--- src/rtl/apb_timer_pkg.sv ---
// apb_timer_pkg
//   Shared constants and types for the APB countdown timer completer.
//   - Word offsets (Paddr[7:2]) of the four mapped registers.
//   - Bit positions inside CTRL and STATUS.
//   - State type of the APB protocol tracker.
package apb_timer_pkg;

    localparam logic [5:0] REG_CTRL   = 6'h00;
    localparam logic [5:0] REG_LOAD   = 6'h01;
    localparam logic [5:0] REG_COUNT  = 6'h02;
    localparam logic [5:0] REG_STATUS = 6'h03;

    localparam int CTRL_EN         = 0;
    localparam int CTRL_AUTORELOAD = 1;
    localparam int CTRL_IRQ_EN     = 2;

    localparam int STAT_EXPIRED = 0;
    localparam int STAT_PROTERR = 1;

    typedef enum logic [1:0] {
        ST_IDLE   = 2'd0,
        ST_SETUP  = 2'd1,
        ST_ACCESS = 2'd2
    } apb_state_e;

endpackage

--- src/rtl/apb_timer_core.sv ---
// apb_timer_core
//   Prescaler plus countdown counter with optional auto-reload.
// Ports
//   clk, rst     : clock, synchronous active-high reset
//   en           : timer enabled (CTRL.EN)
//   autoreload   : reload from load_val at expiry (CTRL.AUTORELOAD)
//   load_val     : reload value (LOAD register)
//   load_strobe  : one-cycle pulse, COUNT <= load_val and prescaler cleared
//   count        : current COUNT value
//   expire       : combinational pulse, a tick found COUNT == 0 this cycle
module apb_timer_core #(
    parameter int PRESCALE = 1,
    parameter int CNT_W    = 32
) (
    input  logic             clk,
    input  logic             rst,
    input  logic             en,
    input  logic             autoreload,
    input  logic [CNT_W-1:0] load_val,
    input  logic             load_strobe,
    output logic [CNT_W-1:0] count,
    output logic             expire
);

    localparam logic [15:0] PRESC_LAST = 16'(PRESCALE - 1);

    logic [15:0] presc;
    logic        tick;

    // The tick coincides with the prescaler wrap, so PRESCALE = 1 ticks every cycle.
    assign tick   = en && (presc == PRESC_LAST);
    assign expire = tick && (count == '0);

    always_ff @(posedge clk) begin
        if (rst) begin
            presc <= '0;
            count <= '0;
        end else if (load_strobe) begin
            presc <= '0;
            count <= load_val;
        end else if (en) begin
            presc <= tick ? 16'd0 : presc + 16'd1;
            if (tick) begin
                // COUNT never underflows: zero either reloads or holds.
                if (count != '0) begin
                    count <= count - CNT_W'(1);
                end else if (autoreload) begin
                    count <= load_val;
                end
            end
        end
    end

endmodule

--- src/rtl/apb_timer_completer.sv ---
// apb_timer_completer
//   APB completer hosting a memory-mapped countdown timer with a level IRQ.
// Ports
//   Hclk, Hreset      : clock, synchronous active-high reset
//   Psel, Penable     : APB select and enable phase
//   Pwrite            : 1 = write, 0 = read
//   Paddr, Pwdata     : byte address (Paddr[7:2] decoded), write data
//   Prdata            : read data, non-zero only during a legal read enable cycle
//   Irq               : registered EXPIRED & IRQ_EN
//   fsm_state         : APB protocol tracker state, for observation
//
// Handshake: a transfer is one setup cycle (Psel=1, Penable=0) followed by
// exactly one enable cycle (Psel=1, Penable=1) with the same Paddr[7:2] and
// Pwrite; there are no wait states. Writes commit at the edge ending the
// enable cycle, read data is captured at the edge ending setup. Any other
// sequence is a protocol error: PROTERR sets and nothing is committed.
module apb_timer_completer
    import apb_timer_pkg::*;
#(
    parameter int PRESCALE = 1,
    parameter int CNT_W    = 32
) (
    input  logic        Hclk,
    input  logic        Hreset,
    input  logic        Psel,
    input  logic        Penable,
    input  logic        Pwrite,
    input  logic [31:0] Paddr,
    input  logic [31:0] Pwdata,
    output logic [31:0] Prdata,
    output logic        Irq,
    output apb_state_e  fsm_state
);

    apb_state_e       state, state_next;
    logic [5:0]       addr_q;
    logic             write_q;
    logic [31:0]      rdata_q, rd_mux;
    logic             latch, enable_ok, proto_err, match;
    logic             en_r, autoreload_r, irq_en_r, expired_r, proterr_r, irq_r;
    logic             en_next, en_rise;
    logic [CNT_W-1:0] load_r, count;
    logic             expire;
    logic             wr_commit, w_ctrl, w_load, w_status;
    logic             unused_bits;

    // Only the word offset is decoded; the remaining address and data bits are ignored.
    assign unused_bits = ^{Paddr[31:8], Paddr[1:0], Pwdata};

    // Enable cycle must repeat the address and direction seen in setup.
    assign match = (Paddr[7:2] == addr_q) && (Pwrite == write_q);

    always_ff @(posedge Hclk) begin
        if (Hreset) state <= ST_IDLE;
        else        state <= state_next;
    end

    always_comb begin
        state_next = ST_IDLE;
        latch      = 1'b0;
        enable_ok  = 1'b0;
        proto_err  = 1'b0;
        case (state)
            ST_IDLE: begin
                if (Penable) begin
                    proto_err = 1'b1;
                end else if (Psel) begin
                    state_next = ST_SETUP;
                    latch      = 1'b1;
                end
            end
            ST_SETUP: begin
                if (Psel && Penable) begin
                    state_next = ST_ACCESS;
                    if (match) enable_ok = 1'b1;
                    else       proto_err = 1'b1;
                end else begin
                    proto_err = 1'b1;
                end
            end
            ST_ACCESS: begin
                if (Psel && !Penable) begin
                    state_next = ST_SETUP;
                    latch      = 1'b1;
                end
            end
            default: state_next = ST_IDLE;
        endcase
    end

    assign wr_commit = enable_ok && write_q;
    assign w_ctrl    = wr_commit && (addr_q == REG_CTRL);
    assign w_load    = wr_commit && (addr_q == REG_LOAD);
    assign w_status  = wr_commit && (addr_q == REG_STATUS);
    assign en_rise   = w_ctrl && Pwdata[CTRL_EN] && !en_r;

    // A one-shot expiry clears EN even if the same edge commits a CTRL write.
    always_comb begin
        en_next = en_r;
        if (w_ctrl) en_next = Pwdata[CTRL_EN];
        if (expire && !autoreload_r) en_next = 1'b0;
    end

    always_comb begin
        rd_mux = '0;
        case (Paddr[7:2])
            REG_CTRL:   rd_mux = {29'd0, irq_en_r, autoreload_r, en_r};
            REG_LOAD:   rd_mux = 32'(load_r);
            REG_COUNT:  rd_mux = 32'(count);
            REG_STATUS: rd_mux = {30'd0, proterr_r, expired_r};
            default:    rd_mux = '0;
        endcase
    end

    always_ff @(posedge Hclk) begin
        if (Hreset) begin
            addr_q       <= '0;
            write_q      <= 1'b0;
            rdata_q      <= '0;
            en_r         <= 1'b0;
            autoreload_r <= 1'b0;
            irq_en_r     <= 1'b0;
            load_r       <= '0;
            expired_r    <= 1'b0;
            proterr_r    <= 1'b0;
            irq_r        <= 1'b0;
        end else begin
            if (latch) begin
                addr_q  <= Paddr[7:2];
                write_q <= Pwrite;
                rdata_q <= Pwrite ? 32'd0 : rd_mux;
            end
            en_r <= en_next;
            if (w_ctrl) begin
                autoreload_r <= Pwdata[CTRL_AUTORELOAD];
                irq_en_r     <= Pwdata[CTRL_IRQ_EN];
            end
            if (w_load) load_r <= Pwdata[CNT_W-1:0];
            // Set beats write-1-to-clear in the same cycle.
            expired_r <= expire | (expired_r & ~(w_status & Pwdata[STAT_EXPIRED]));
            proterr_r <= proto_err | (proterr_r & ~(w_status & Pwdata[STAT_PROTERR]));
            irq_r     <= expired_r & irq_en_r;
        end
    end

    // A mismatched enable cycle returns zero instead of the captured data.
    assign Prdata    = (enable_ok && !write_q) ? rdata_q : 32'd0;
    assign Irq       = irq_r;
    assign fsm_state = state;

    apb_timer_core #(
        .PRESCALE(PRESCALE),
        .CNT_W   (CNT_W)
    ) u_core (
        .clk        (Hclk),
        .rst        (Hreset),
        .en         (en_r),
        .autoreload (autoreload_r),
        .load_val   (load_r),
        .load_strobe(en_rise),
        .count      (count),
        .expire     (expire)
    );

endmodule

--- config.mk ---
export PLATFORM = sky130hd
export DESIGN_NAME = apb_timer_completer
export DESIGN_NICKNAME = d
export VERILOG_FILES = /design/src/rtl/apb_timer_pkg.sv /design/src/rtl/apb_timer_core.sv /design/src/rtl/apb_timer_completer.sv
export SDC_FILE = /design/constraint.sdc
export NUM_CORES = 1
export LEC_CHECK = 0
export BUFFER_PORTS_ARGS = -buffer_cell sky130_fd_sc_hd__buf_2
export CAP_MARGIN = 25
export CORE_MARGIN = 4
export CORE_UTILIZATION = 40
export CTS_BUF_LIST = sky130_fd_sc_hd__clkbuf_4
export DETAILED_ROUTE_END_ITERATION = 6
export PLACE_DENSITY = 0.62
export SLEW_MARGIN = 5
export SYNTH_ARGS = -nofsm -noshare
export SYNTH_HDL_FRONTEND = slang
export SYNTH_SLANG_ARGS = --single-unit
--- constraint.sdc ---
create_clock -name Hclk -period 2.7 [get_ports Hclk]
set_input_delay 0 -clock Hclk [delete_from_list [all_inputs] [get_ports Hclk]]
set_output_delay 0 -clock Hclk [all_outputs]
set_load 0.05 [all_outputs]
; ---- Word level (Yosys, flattened, before mapping)
; Index checks and enable logic that the tools add are counted.
[word_totals]
reg_bits = 127
inputBits = 69
[op_classes]
add_sub_neg = 2
n_eq_ne = 9
mux = 25
bitwise_logic = 9
n_reduce_logical = 29
[op_table]
columns = operator, n
row1 = two-way mux 32 bit, 7
row2 = case mux 32 bit (4 select lines), 1
row3 = logical NOT 32 bit, 1
row4 = nonzero test 32 bit, 1
row5 = "subtractor 32 x 1 -> 32 bit, second input constant", 1
row6 = "equality test 6 x 2 -> 1 bit, second input constant", 3
row7 = "adder 16 x 1 -> 16 bit, second input constant", 1
row8 = logical NOT 16 bit, 1
row9 = two-way mux 16 bit, 1
row10 = logical AND 1 bit, 13
row11 = "equality test 6 x 1 -> 1 bit, second input constant", 2
row12 = logical NOT 6 bit, 2
row13 = two-way mux 1 bit, 12
row14 = equality test 6 bit, 1
row15 = case mux 2 bit (3 select lines), 1
row16 = bitwise AND 1 bit, 5
row17 = logical NOT 1 bit, 4
row18 = case mux 1 bit (2 select lines), 2
row19 = nonzero test 2 bit, 2
row20 = OR reduction 2 bit, 2
row21 = AND reduction 3 bit, 1
row22 = nonzero test 3 bit, 1
row23 = "equality test 2 x 1 -> 1 bit, second input constant", 1
row24 = "equality test 2 bit, second input constant", 1
row25 = 5 further kinds, 7

; ---- Depth between registers and ports, before layout
; Gate-level depths: netlist of the first run.
[logic_depth]
ltp_word = 11
depth_mapped = 11
depth_no_buf = 8

; ---- Hierarchy
; From an unflattened synthesis of the first run, not the netlist that was laid out.
[unflattened]
cells_unflattened = 933
hier_area_um2 = 7388.3
[by_module_without_submodules]
columns = module, n_inst, cells_each, area_each_um2, seq_area_each_um2
row1 = apb_timer_completer, 1, 561, 4346.7, 1581.5
row2 = apb_timer_core, 1, 372, 3041.7, 960.9

; ---- Least setup slack after synthesis of the first run
; Ideal clock, no wire load.
[synth_timing]
kind = reg2reg
startpoint = reg addr_q[4]
endpoint = reg u_core.count[29]
setup_ns = 0.132
arrival_ns = 2.345
required_time_ns = 2.568
slack_ns = 0.223
stages_incl_launch_ff = 11
synth_period_minus_slack_ns = 2.477
cell_sequence = dfxtp_1 -> xor2_1 -> or4_1 -> buf_2 -> or4_1 -> buf_2 -> and2_1 -> buf_6 -> buf_6 -> o21ai_1 -> a21oi_1
[synth_via]
elab_chain_cells = 11
elab_cells_between_ends = 15
cone_classes = eq/ne (1) / mux (4) / reduce/logical (10)
[synth_lines]
columns = element, line
row1 = "start, declared", apb_timer_completer.sv:36  ; logic [5:0] addr_q;
row2 = "start signal, assigned", apb_timer_completer.sv:129  ; addr_q <= Paddr[7:2];
row3 = equality test 6 bit, apb_timer_completer.sv:51  ; assign match = (Paddr[7:2] == addr_q) && (Pwrite == write_q);
row4 = logical AND 1 bit, apb_timer_completer.sv:51
row5 = two-way mux 1 bit, apb_timer_completer.sv:75  ; if (match) enable_ok = 1'b1;
row6 = two-way mux 1 bit, apb_timer_completer.sv:73  ; if (Psel && Penable) begin
row7 = two-way mux 1 bit, apb_timer_completer.sv:63  ; case (state)
row8 = logical AND 1 bit, apb_timer_completer.sv:91  ; assign wr_commit = enable_ok && write_q;
row9 = logical AND 1 bit *, apb_timer_completer.sv:92  ; assign w_ctrl = wr_commit && (addr_q == REG_CTRL);
row10 = logical AND 1 bit * (2 in series), apb_timer_completer.sv:95  ; assign en_rise = w_ctrl && Pwdata[CTRL_EN] && !en_r;
row11 = nonzero test 3 bit (no line) / nonzero test 2 bit (equally long branches), n/a
row12 = AND reduction 3 bit (no line), n/a
row13 = "end signal, assigned", apb_timer_core.sv:40  ; count <= load_val;
row14 = "end signal, assigned", apb_timer_core.sv:46  ; count <= count - CNT_W'(1);
row15 = "end signal, assigned", apb_timer_core.sv:48  ; count <= load_val;
row16 = "end, declared", apb_timer_core.sv:21  ; output logic [CNT_W-1:0] count,
; Every way passes the cells marked *; elsewhere a longest branch is shown, timed or not.
; A chain may end at the register's enable or synchronous reset.

; ---- Worst setup path after layout of the first run
[layout_timing]
startpoint = reg addr_q[5]
endpoint = out Prdata[8]
[layout_via]
elab_chain_cells = 7
[layout_lines]
columns = element, line
row1 = equality test 6 bit, apb_timer_completer.sv:51
row2 = logical AND 1 bit, apb_timer_completer.sv:51
row3 = two-way mux 1 bit, apb_timer_completer.sv:75
row4 = two-way mux 1 bit, apb_timer_completer.sv:73
row5 = two-way mux 1 bit, apb_timer_completer.sv:63
row6 = logical AND 1 bit, apb_timer_completer.sv:147  ; assign Prdata = (enable_ok && !write_q) ? rdata_q : 32'd0;
row7 = two-way mux 32 bit, apb_timer_completer.sv:147
row8 = "end, declared", apb_timer_completer.sv:30  ; output logic [31:0] Prdata,
; Every way passes these cells.

==> results of run 1 <==
metal layers:
layer / wire length, um / GRT usage, % / vias to the layer above
met2: 8660 / 32.4 / 182
met4: 280 / 5.54 / 0
met3: 980 / 4.22 / 21
met5: 0 / 0 / -
li1: - / - / 3201
met1: 9410 / 30.4 / 3001
where the power goes:
part / switching, mW / internal [mW]
Clock: 0.743 / 0.823
Sequential: 0.00822 / 1.88
Combinational: 0.106 / 0.105
Total: 0.857 / 2.81
cell families (layout without fill, tap and decap cells):
kind of cell	count (synthesis)	after routing	share of synthesized area (%)
adder cells (fa/ha/maj)	4	4	0.766
flip-flops	127	127	38.9
other	0	1	0
buffers and inverters	82	242	5.68
multiplexers	19	19	3.29
AO/OA/AOI/OAI	203	203	20.8
AND/OR/NAND/NOR	352	352	27.5
XOR/XNOR	23	23	3.08
what timing repair did:
action | in CTS | in global routing
resized for setup | 73 | 73
cloned | 1 | 3
buffers inserted | 2 | 2
hold buffers | 54 | 0
pin swaps | 1 | 27
endpoints found under the setup margin | 32 | 44
hold endpoints to repair | 66 | 0
tightest hold or removal path: stages:
cell	delay (ps)
dlygate4sd3_1	530
buf_2	120
nand2_1	40
a21oi_1	50
synth_stat cells, drive strengths merged (8+ instances only):
cell type	count	area [um^2]
clkbuf	42	158
xor2	16	140
o21ai	37	185
a22o	29	254
buf	22	146
nand4	15	93.8
a22oi	33	248
inv	18	67.6
dfxtp	127	2540
nand3	14	70.1
nor2b	8	50.1
a21oi	70	350
o32ai	13	129
nor2	78	293
nor4	14	109
and2	34	213
or4	9	67.6
nor3	39	200
or3	13	81.3
mux2i	17	170
nand2	95	357
layout make-up:
| class | count | area (um^2) |
|---|---|---|
| Multi-Input combinational cell | 601 | 3770 |
| Timing Repair Buffer | 192 | 1800 |
| Fill cell | 1513 | 7140 |
| Clock buffer | 17 | 128 |
| Tap cell | 216 | 270 |
| Inverter | 18 | 67.6 |
| Sequential cell | 127 | 2540 |
| Antenna cell | 1 | 2.50 |
| Clock inverter | 15 | 219 |
registers in the layout (all words and copies together) (netlist names), 2 cells and up:
signal,cells
u_core.presc,16
rdata_q,32
load_r,32
addr_q,6
fsm_state,2
u_core.count,32
worst paths after layout:
path                                from                     end  slack, ps  cells past startpoint
setup / recovery  addr_q[5]$_SDFFE_PP0P_               Prdata[8]         60                      8
setup reg to reg  addr_q[5]$_SDFFE_PP0P_       en_r$_SDFFE_PP0N_        140                      8
hold / removal                 Pwdata[9]  load_r[9]$_SDFFE_PP0P_        230                      4
hold reg to reg    irq_en_r$_SDFFE_PP0N_          Irq$_SDFF_PP0_        460                      2
metrics by stage:
stage          TNS [ps]  hold slack, ps
6_report              0             231
5_1_grt           -1290             204
4_1_cts               0             183
3_5_place_dp          0             249
3_3_place_gp          0             249
2_1_floorplan         0             136
==> impl_results.md, run 1 <==
- YS warnings: 0
- Total power draw: 3.66 mW
- Critical Path RT: 2700 ps
- Syn nets: 883
- Crit start category: flip-flop
- WL final: 19300 um
- Final Core Density: 55.2%
- Congestion Overflow GR: 0
- Initial antenna violation count: 1
- Period minus WS final: 2640 ps
- GRT Total Usage: 21.1%
- H-tree Lvls: 4
- Avg Cell Area, Syn: 8.07 um^2
- Slowest stage delay, CP: 530 ps
- Nets: 1030
- Global-route wire length before repair: 31300 um
- Row count: 46
- Share of flip-flops with an asynchronous set or reset: 0%
- Most common cell after layout, fill and taps aside: dfxtp_1
- CTS Buf Count: 17
- DR vias/cell: 5.40
- DR WL/cell: 16.3 um
- Most frequent cells in the layout: 125 x dfxtp_1, 95 x nand2_1, 78 x nor2_1
- Layout Cells excl Fill: 1187
- Max-slew violation count: 0
- Die area: 18500 um^2
- Chip Height: 136 um
- Area delta synth->final: 34.7%
- Mapped Area: 6540 um^2
- RePlAce Congestion: 0.851
- Port bufs: 77
- Clk sinks: 127
- Crit-path leading delay family: simple AND/OR/NAND/NOR gates
- WP buf/inv: 4
- Max FO, Critical Path: 6
- CTS tree: yes
- Crit-path most repeated cell: buf_6
- DRC viols: 0
- Sequential share of the synthesized area: 38.9%
- Reg clk slew, reported paths: 130 ps
- Slowest cell on crit path: or4_4
- Hold Vio Cnt, Final: 0
- Tightest Hold Check Type: input port to flip-flop
- Max-slew headroom: 34.6%
- Actual slew at the worst max-slew pin: 978 ps
- Pwr per Cell Area: 416 nW/um^2
- Post-synth EDFFs: 0
- Core area: 15900 um^2
- Leak: 3.32 nW
- CTS max path bufs: 2
- DR pass1 iterations: 5
- Initial core utilization: 41.0%
- Final period util: 97.8%
- Layout cell share with drive strength beyond 1: 23.4%
- Setup ws final: 60.2 ps
- Cells along the critical path: xor2_2, or4_4, buf_6, nor4b_4, buf_6, clkbuf_16, and2_4, buf_8
- DPL Wire Length: 12500 um
- Final setup fails: 0
- WS Path Type: flip-flop to primary output
- Crit path DAT: 2640 ps
- Initial DRC Count: 538
- Status: complete, no violations
- Chip width: 136 um
- Worst skew pair latency: 550 ps
- Cell total after placement: 1092
- Largest net degree at the start of global routing: 55
- Max VDD drop: 0.000234 V
- Design Area, Final: 8800 um^2
- CP endpoint kind: primary output
- Clk_skew: 22.3 ps
- Area post-placement: 7340 um^2
- Synth Flop Type: dfxtp_1
- RSZ-0062 raised after global routing: true
- Final ANT Viol Nets: 0
- Via count: 6405
- Max-Cap Viols: 0
- Fmax: 379 MHz
- CTS root buf: clkbuf_4
- Cells after synthesis: 810
- DP Worst Slack: 121 ps
- Number of global-route vias before repair: 6064
- Synthesized flop and latch total: 127
- Yosys cell types: 53
- Io pins: 104
No activity file was read; power rests on OpenSTA's default activity.
==> run 2: changes to the inputs <==
--- a/config.mk
+++ b/config.mk
@@ -7,11 +7,12 @@
 export LEC_CHECK = 0
 export BUFFER_PORTS_ARGS = -buffer_cell sky130_fd_sc_hd__buf_2
 export CAP_MARGIN = 25
+export CORE_ASPECT_RATIO = 0.8
 export CORE_MARGIN = 4
-export CORE_UTILIZATION = 40
+export CORE_UTILIZATION = 30
 export CTS_BUF_LIST = sky130_fd_sc_hd__clkbuf_4
 export DETAILED_ROUTE_END_ITERATION = 6
-export PLACE_DENSITY = 0.62
+export PLACE_DENSITY = 0.5
 export SLEW_MARGIN = 5
 export SYNTH_ARGS = -nofsm -noshare
 export SYNTH_HDL_FRONTEND = slang
==> run 2 against run 1 <==
  * Wire length increased by 7.4%
  * Setup slack got worse by 5.5 ps
  * Utilization decreased by 15 points
  * Global-route usage decreased by 4.2 points
  * Via count decreased by 0.56%
  * Die area increased by 31%
  * Total power decreased by 9.2%
  * Maximum frequency decreased by 0.21%
==> impl_results.md, run 2 (synthesis results as in run 1) <==
- Cell internal pwr: 2.43 mW (-14%)
- Clk_skew: 21.3 ps (-0.995 ps)
- Global-route wire length before repair: 33400 um (+6.6%)
- Final setup TNS: 0 ps (unchanged)
- Max VDD drop: 0.000178 V (-24%)
- Layout cell share with drive strength beyond 1: 22.8% (-0.60 points)
- Final setup fails: 0 (unchanged)
- Number of global-route vias before repair: 6097 (+0.54%)
- Critical Path RT: 2700 ps (about the same)
- Actual slew at the worst max-slew pin: 896 ps (-81.7 ps)
- RSZ-0062 raised after global routing: true
- Initial core utilization: 30.4% (-11 points)
- Period minus WS final: 2650 ps (+5.47 ps)
- Max-slew violation count: 0 (unchanged)
- Status: complete, no violations
- CTS max path bufs: 2 (unchanged)
- WL final: 20800 um (+7.4%)
- Most common cell after layout, fill and taps aside: dfxtp_1
- Tightest Hold Check Type: input port to flip-flop
- RePlAce Congestion: 0.854 (+0.32%)
- Clk pwr share: 37.1% (-5.6 points)
- DR vias/cell: 5.13 (-5.0%)
- Core area: 21500 um^2 (+35%)
- DR pass1 iterations: 5 (unchanged)
- WS Path Type: flip-flop to primary output
- Most frequent cells in the layout: 125 x dfxtp_1, 94 x nand2_1, 77 x nor2_1
- Slowest stage delay, CP: 540 ps (about the same)
- Via count: 6369 (-0.56%)
- Io pins: 104 (unchanged)
- DRC viols: 0 (unchanged)
- Crit-path most repeated cell: buf_6
- Max-Cap Viols: 0 (unchanged)
- Initial antenna violation count: 1 (unchanged)
- CTS tree: yes
- Final ANT Viol Nets: 0 (unchanged)
- Net load switching power: 901 uW (+5.2%)
- Clk sinks: 127 (unchanged)
- Chip width: 173 um (+27%)
- Crit path DAT: 2650 ps (about the same)
- Crit start category: flip-flop
- DPL Wire Length: 13700 um (+9.5%)
- Pwr per Cell Area: 382 nW/um^2 (-8.3%)
- Sequential share of power: 56.7% (+5.2 points)
- CTS root buf: clkbuf_4
- Largest net degree at the start of global routing: 45 (-18%)
- CP endpoint kind: primary output
- Layout Cells excl Fill: 1242 (+4.6%)
- Hold Vio Cnt, Final: 0 (unchanged)
- CTS Buf Count: 17 (unchanged)
- DR WL/cell: 16.7 um (+2.7%)
- Max FO, Critical Path: 6 (unchanged)
- Reg clk slew, reported paths: 130 ps (about the same)
- GRT Total Usage: 16.9% (-4.2 points)
- Area delta synth->final: 33.3%
- Fmax: 378 MHz (-0.21%)
- Biggest regs: load_r: 32 flops, rdata_q: 32 flops, u_core.count: 32 flops
- Cells along the critical path: xor2_1, or4_4, buf_6, nor4b_4, buf_6, clkbuf_16, and2_4, buf_8
- Switching Fraction: 27.1% (+3.7 points)
- Final Core Density: 40.5% (-15 points)
- Comb power frac: 6.2% (+0.5 points)
- Slowest cell on crit path: or4_4
- Congestion Overflow GR: 0 (unchanged)
- Final period util: 98.0% (+0.20 points)
- Row count: 48 (+4.3%)
- Leak: 3.23 nW (-2.6%)
- Cell total after placement: 1153 (+5.6%)
- Worst skew pair latency: 540 ps (about the same)
- Nets: 1026 (-0.39%)
- Total power draw: 3.33 mW (-9.2%)
- Port bufs: 77 (unchanged)
- Chip Height: 140 um (+3.1%)
- Max-slew headroom: 40.1% (+5.6 points)
- H-tree Lvls: 4 (unchanged)
- Die area: 24200 um^2 (+31%)
- Initial DRC Count: 478 (-11%)
run 2: cell types whose count changed in the layout (fill, tap and decap cells not counted), sizes merged:
cell / change
buf: +1
bufinv: -4
clkbuf: -1
clkinv: -1
clkinvlp: +2
diode: +1
dlygate4sd3: -4
inv: +2
run 2: area by class of cell:
cell class | count | area [um^2]
diodes | 2 | 5.00
multi-input cells | 601 | 3750
repair buffers | 188 | 1760
inverters | 18 | 67.6
clock inverters | 14 | 120
flip-flops and latches | 127 | 2550
clock buffers | 17 | 128
fillers | 2216 | 12800
well taps | 275 | 344
run 2: power by group through the flow:
| stage | sequential (mW) | combinational (mW) | clock [mW] |
|---|---|---|---|
| 2_1_floorplan | 1.93 | 0.0783 | 0 |
| 3_3_place_gp | 1.93 | 0.148 | 0 |
| 3_5_place_dp | 1.93 | 0.148 | 0 |
| 4_1_cts | 1.89 | 0.204 | 1.28 |
| 5_1_grt | 1.89 | 0.226 | 1.36 |
| 6_report | 1.89 | 0.207 | 1.23 |
run 2: routing by layer:
layer | up-vias | GRT usage (%) | share of wire, % | routed length, um
met2 | 192 | 23.3 | 39 | 8200
li1 | 3191 | - | - | -
met4 | 0 | 3.11 | 0.56 | 117
met3 | 6 | 4.37 | 6.6 | 1360
met5 | - | 0 | 0 | 0
met1 | 2980 | 26.3 | 53 | 11100
run 2: path summary, 6_finish.rpt:
path                                     start                      endpoint  slack [ps]  depth (start not counted)
setup / recovery        addr_q[1]$_SDFFE_PP0P_                     Prdata[1]          50                          8
hold / removal                      Pwdata[11]       load_r[11]$_SDFFE_PP0P_         230                          4
setup reg to reg  u_core.count[7]$_SDFFE_PP0P_  u_core.count[3]$_SDFFE_PP0P_          60                          7
hold reg to reg          irq_en_r$_SDFFE_PP0N_                Irq$_SDFF_PP0_         470                          2
run 2: per-stage QoR:
step | area [um^2] | worst slack (ps) | hold slack [ps]
3_3_place_gp | 7460 | 60.0 | 249
6_report | 8720 | 54.7 | 231
4_1_cts | 8460 | -24.8 | 180
2_1_floorplan | 6540 | 223 | 136
3_5_place_dp | 7460 | 27.1 | 248
5_1_grt | 8720 | -81.1 | 192
run 2: repair_timing:
action | CTS | global route
setup endpoints to repair | 34 | 47
hold buffers | 50 | 0
gates resized for setup | 75 | 59
setup buffers | 1 | 2
hold endpoints to repair | 64 | 0
cloned | 1 | 2
pin swaps | 1 | 4
run 2: critical path, delay by kind of cell, from the launching register on:
kind	cells	cell delay [ps]
xor+xnor	1	160
buf+inv	4	660
flops	1	370
simple gates	3	910
==> run 3: changes to the inputs <==
--- a/config.mk
+++ b/config.mk
@@ -9,10 +9,11 @@
 export CAP_MARGIN = 25
 export CORE_ASPECT_RATIO = 0.8
 export CORE_MARGIN = 4
-export CORE_UTILIZATION = 30
+export CORE_UTILIZATION = 59
 export CTS_BUF_LIST = sky130_fd_sc_hd__clkbuf_4
+export CTS_CLUSTER_DIAMETER = 40
 export DETAILED_ROUTE_END_ITERATION = 6
-export PLACE_DENSITY = 0.5
+export PLACE_DENSITY = 0.85
 export SLEW_MARGIN = 5
 export SYNTH_ARGS = -nofsm -noshare
 export SYNTH_HDL_FRONTEND = slang
==> run 3 against run 2 <==
  * Non-clock buffer count down 8
  * Wire length down 1.5%
  * First-iteration DRC count up 53%
  * Critical endpoint is now Prdata[9]
  * Largest cell class unchanged
  * Highest routed layer unchanged
==> impl_results.md, run 3 (synthesis results as in run 1) <==
- Status: complete, no violations
- CTS Buf Count: 17 (unchanged)
- Initial core utilization: 60.3% (+30 points)
- Max-Cap Viols: 0 (unchanged)
- Max VDD drop: 0.000307 V (+72%)
- Clk pwr share: 35.7% (-1.4 points)
- CP endpoint kind: primary output
- Actual slew at the worst max-slew pin: 977 ps (+81.1 ps)
- Number of global-route vias before repair: 6702 (+9.9%)
- Slowest stage delay, CP: 580 ps (+40 ps)
- Global-route wire length before repair: 33100 um (-0.83%)
- DRC viols: 0 (unchanged)
- CTS max path bufs: 2 (unchanged)
- Area post-placement: 7200 um^2 (-3.5%)
- RR Endpoint: u_core.count[25]$_SDFFE_PP0P_
- DP Worst Slack: 134 ps (+107 ps)
- Fmax: 378 MHz (about the same)
- Crit start category: flip-flop
- Core area: 10800 um^2 (-50%)
- DR vias/cell: 6.33 (+23%)
- Setup ws final: 53.2 ps (-1.48 ps)
- Largest net degree at the start of global routing: 65 (+44%)
- Cells along the critical path: xor2_1, or4_4, nor4b_4, buf_6, bufbuf_16, and2_4, buf_8
- Sequential share of power: 57.7% (+1.0 points)
- Hold Vio Cnt, Final: 0 (unchanged)
- Pwr per Cell Area: 391 nW/um^2 (+2.5%)
- Most frequent cells in the layout: 124 x dfxtp_1, 95 x nand2_1, 78 x nor2_1
- Crit path DAT: 2650 ps (about the same)
- Max-slew violation count: 0 (unchanged)
- CTS root buf: clkbuf_4
- Chip Height: 102 um (-27%)
- Leak: 3.15 nW (-2.7%)
- Die area: 12800 um^2 (-47%)
- Final period util: 98.0% (about the same)
- Chip width: 126 um (-27%)
- Worst skew pair latency: 560 ps (+20 ps)
- Layout cell share with drive strength beyond 1: 20.5% (-2.3 points)
- Design Area, Final: 8350 um^2 (-4.2%)
- Initial DRC Count: 729 (+53%)
- DR pass1 iterations: 6 (+1)
- Slowest cell on crit path: or4_4
- Final ANT Viol Nets: 0 (unchanged)
- Row count: 34 (-29%)
- CTS tree: yes
- Fill cells: 732 (-67%)
- Reg clk slew, reported paths: 120 ps (about the same)
- Port bufs: 77 (unchanged)
- WL final: 20500 um (-1.5%)
- H-tree Lvls: 4 (unchanged)
- Io pins: 104 (unchanged)
- # diodes: 0 (-2)
- RSZ-0062 raised after global routing: true
- Via count: 6971 (+9.5%)
- Worst reg2reg path depth: 7 (unchanged)
- Most common cell after layout, fill and taps aside: dfxtp_1
- Clk_skew: 27.3 ps (+6.03 ps)
- Nets: 1018 (-0.78%)
- R2r setup slk: 120 ps (+60 ps)
- Switching Fraction: 25.9% (-1.2 points)
- Cell internal pwr: 2.42 mW (-0.19%)
- Worst r2r src: addr_q[5]$_SDFFE_PP0P_
- Critical Path RT: 2700 ps (about the same)
- Tightest Hold Check Type: input port to flip-flop
- Total power draw: 3.27 mW (-1.8%)
- Congestion Overflow GR: 0 (unchanged)
- Period minus WS final: 2650 ps (+1.48 ps)
- GRT Total Usage: 31.7% (+15 points)
- Net load switching power: 846 uW (-6.0%)
- Final setup fails: 0 (unchanged)
- WS Path Type: flip-flop to primary output
- Max-slew headroom: 34.7% (-5.4 points)
- Comb power frac: 6.6% (+0.4 points)
- Initial antenna violation count: 0 (-1)
- Clk sinks: 127 (unchanged)
- Area delta synth->final: 27.7%
- CP Launch Point: addr_q[5]$_SDFFE_PP0P_
- RePlAce Congestion: 0.966 (+13%)
- Critical path endpoint: Prdata[9]
- DR WL/cell: 18.6 um (+11%)
- Max FO, Critical Path: 6 (unchanged)
- DPL Wire Length: 12700 um (-7.1%)
- Biggest regs: load_r: 32 flops, rdata_q: 32 flops, u_core.count: 32 flops
-- run 3: per-stage QoR --
stage / TNS [ps] / hold WS [ps] / instances / utilization (%)
after floorplan: 0 / 136 / 810 / -
after global placement: 0 / 246 / 1014 / 66.4
after detailed placement: 0 / 251 / 1014 / 66.4
after CTS: -115 / 181 / 1103 / 76.6
after global routing: 0 / 219 / 1102 / 77.0
final: 0 / 217 / 1102 / 77.0
-- run 3: repair_timing --
action | CTS | global route
pin swaps | 1 | 2
buffers inserted | 5 | 0
cloned | 2 | 0
hold endpoints to repair | 68 | 0
gates resized for setup | 92 | 9
setup endpoints to repair | 32 | 54
hold buffers | 50 | 0
-- run 3: layer usage --
layer / wire length [um] / up-vias / track usage (%)
met5: 0 / - / 0
met4: 579 / 0 / 14.2
met3: 1860 / 64 / 6.11
met2: 9490 / 425 / 51.8
met1: 8540 / 3312 / 41.4
li1: - / 3170 / -
-- run 3: area by class of cell --
| type | instances | area [um^2] | area share [%] |
|---|---|---|---|
| clock buffer | 18 | 135 | 1.62 |
| clock inverter | 14 | 101 | 1.21 |
| inverter | 18 | 67.6 | 0.809 |
| multi-input combinational | 601 | 3740 | 44.8 |
| sequential | 127 | 2550 | 30.6 |
| tap | 144 | 180 | 2.16 |
| timing repair buffer | 180 | 1570 | 18.8 |
-- run 3: worst min path at each step --
| stage | startpoint | endpoint | cells after the start |
|---|---|---|---|
| 6_report | Paddr[6] | u_core.presc[5]$_SDFFE_PP0P_ | 6 |
| 5_1_grt | Pwdata[19] | load_r[19]$_SDFFE_PP0P_ | 4 |
| 4_1_cts | Paddr[6] | u_core.presc[5]$_SDFFE_PP0P_ | 6 |
| 3_5_place_dp | Pwdata[12] | load_r[12]$_SDFFE_PP0P_ | 3 |
| 3_3_place_gp | Pwdata[27] | load_r[27]$_SDFFE_PP0P_ | 3 |
| 2_1_floorplan | Paddr[7] | addr_q[5]$_SDFFE_PP0P_ | 2 |
-- run 3: worst max-delay path, delay by kind of cell (launching register included) --
| kind | cells | cell delay [ps] |
|---|---|---|
| xor+xnor | 1 | 180 |
| buf+inv | 3 | 570 |
| flops | 1 | 370 |
| simple gates | 3 | 970 |
-- run 3: power groups by stage --
stage          clock [mW]  combinational (mW)  sequential (mW)
6_report             1.17               0.214             1.89
5_1_grt              1.26               0.228             1.89
4_1_cts              1.17               0.199             1.89
3_5_place_dp            0               0.139             1.93
3_3_place_gp            0               0.134             1.93
2_1_floorplan           0              0.0783             1.93
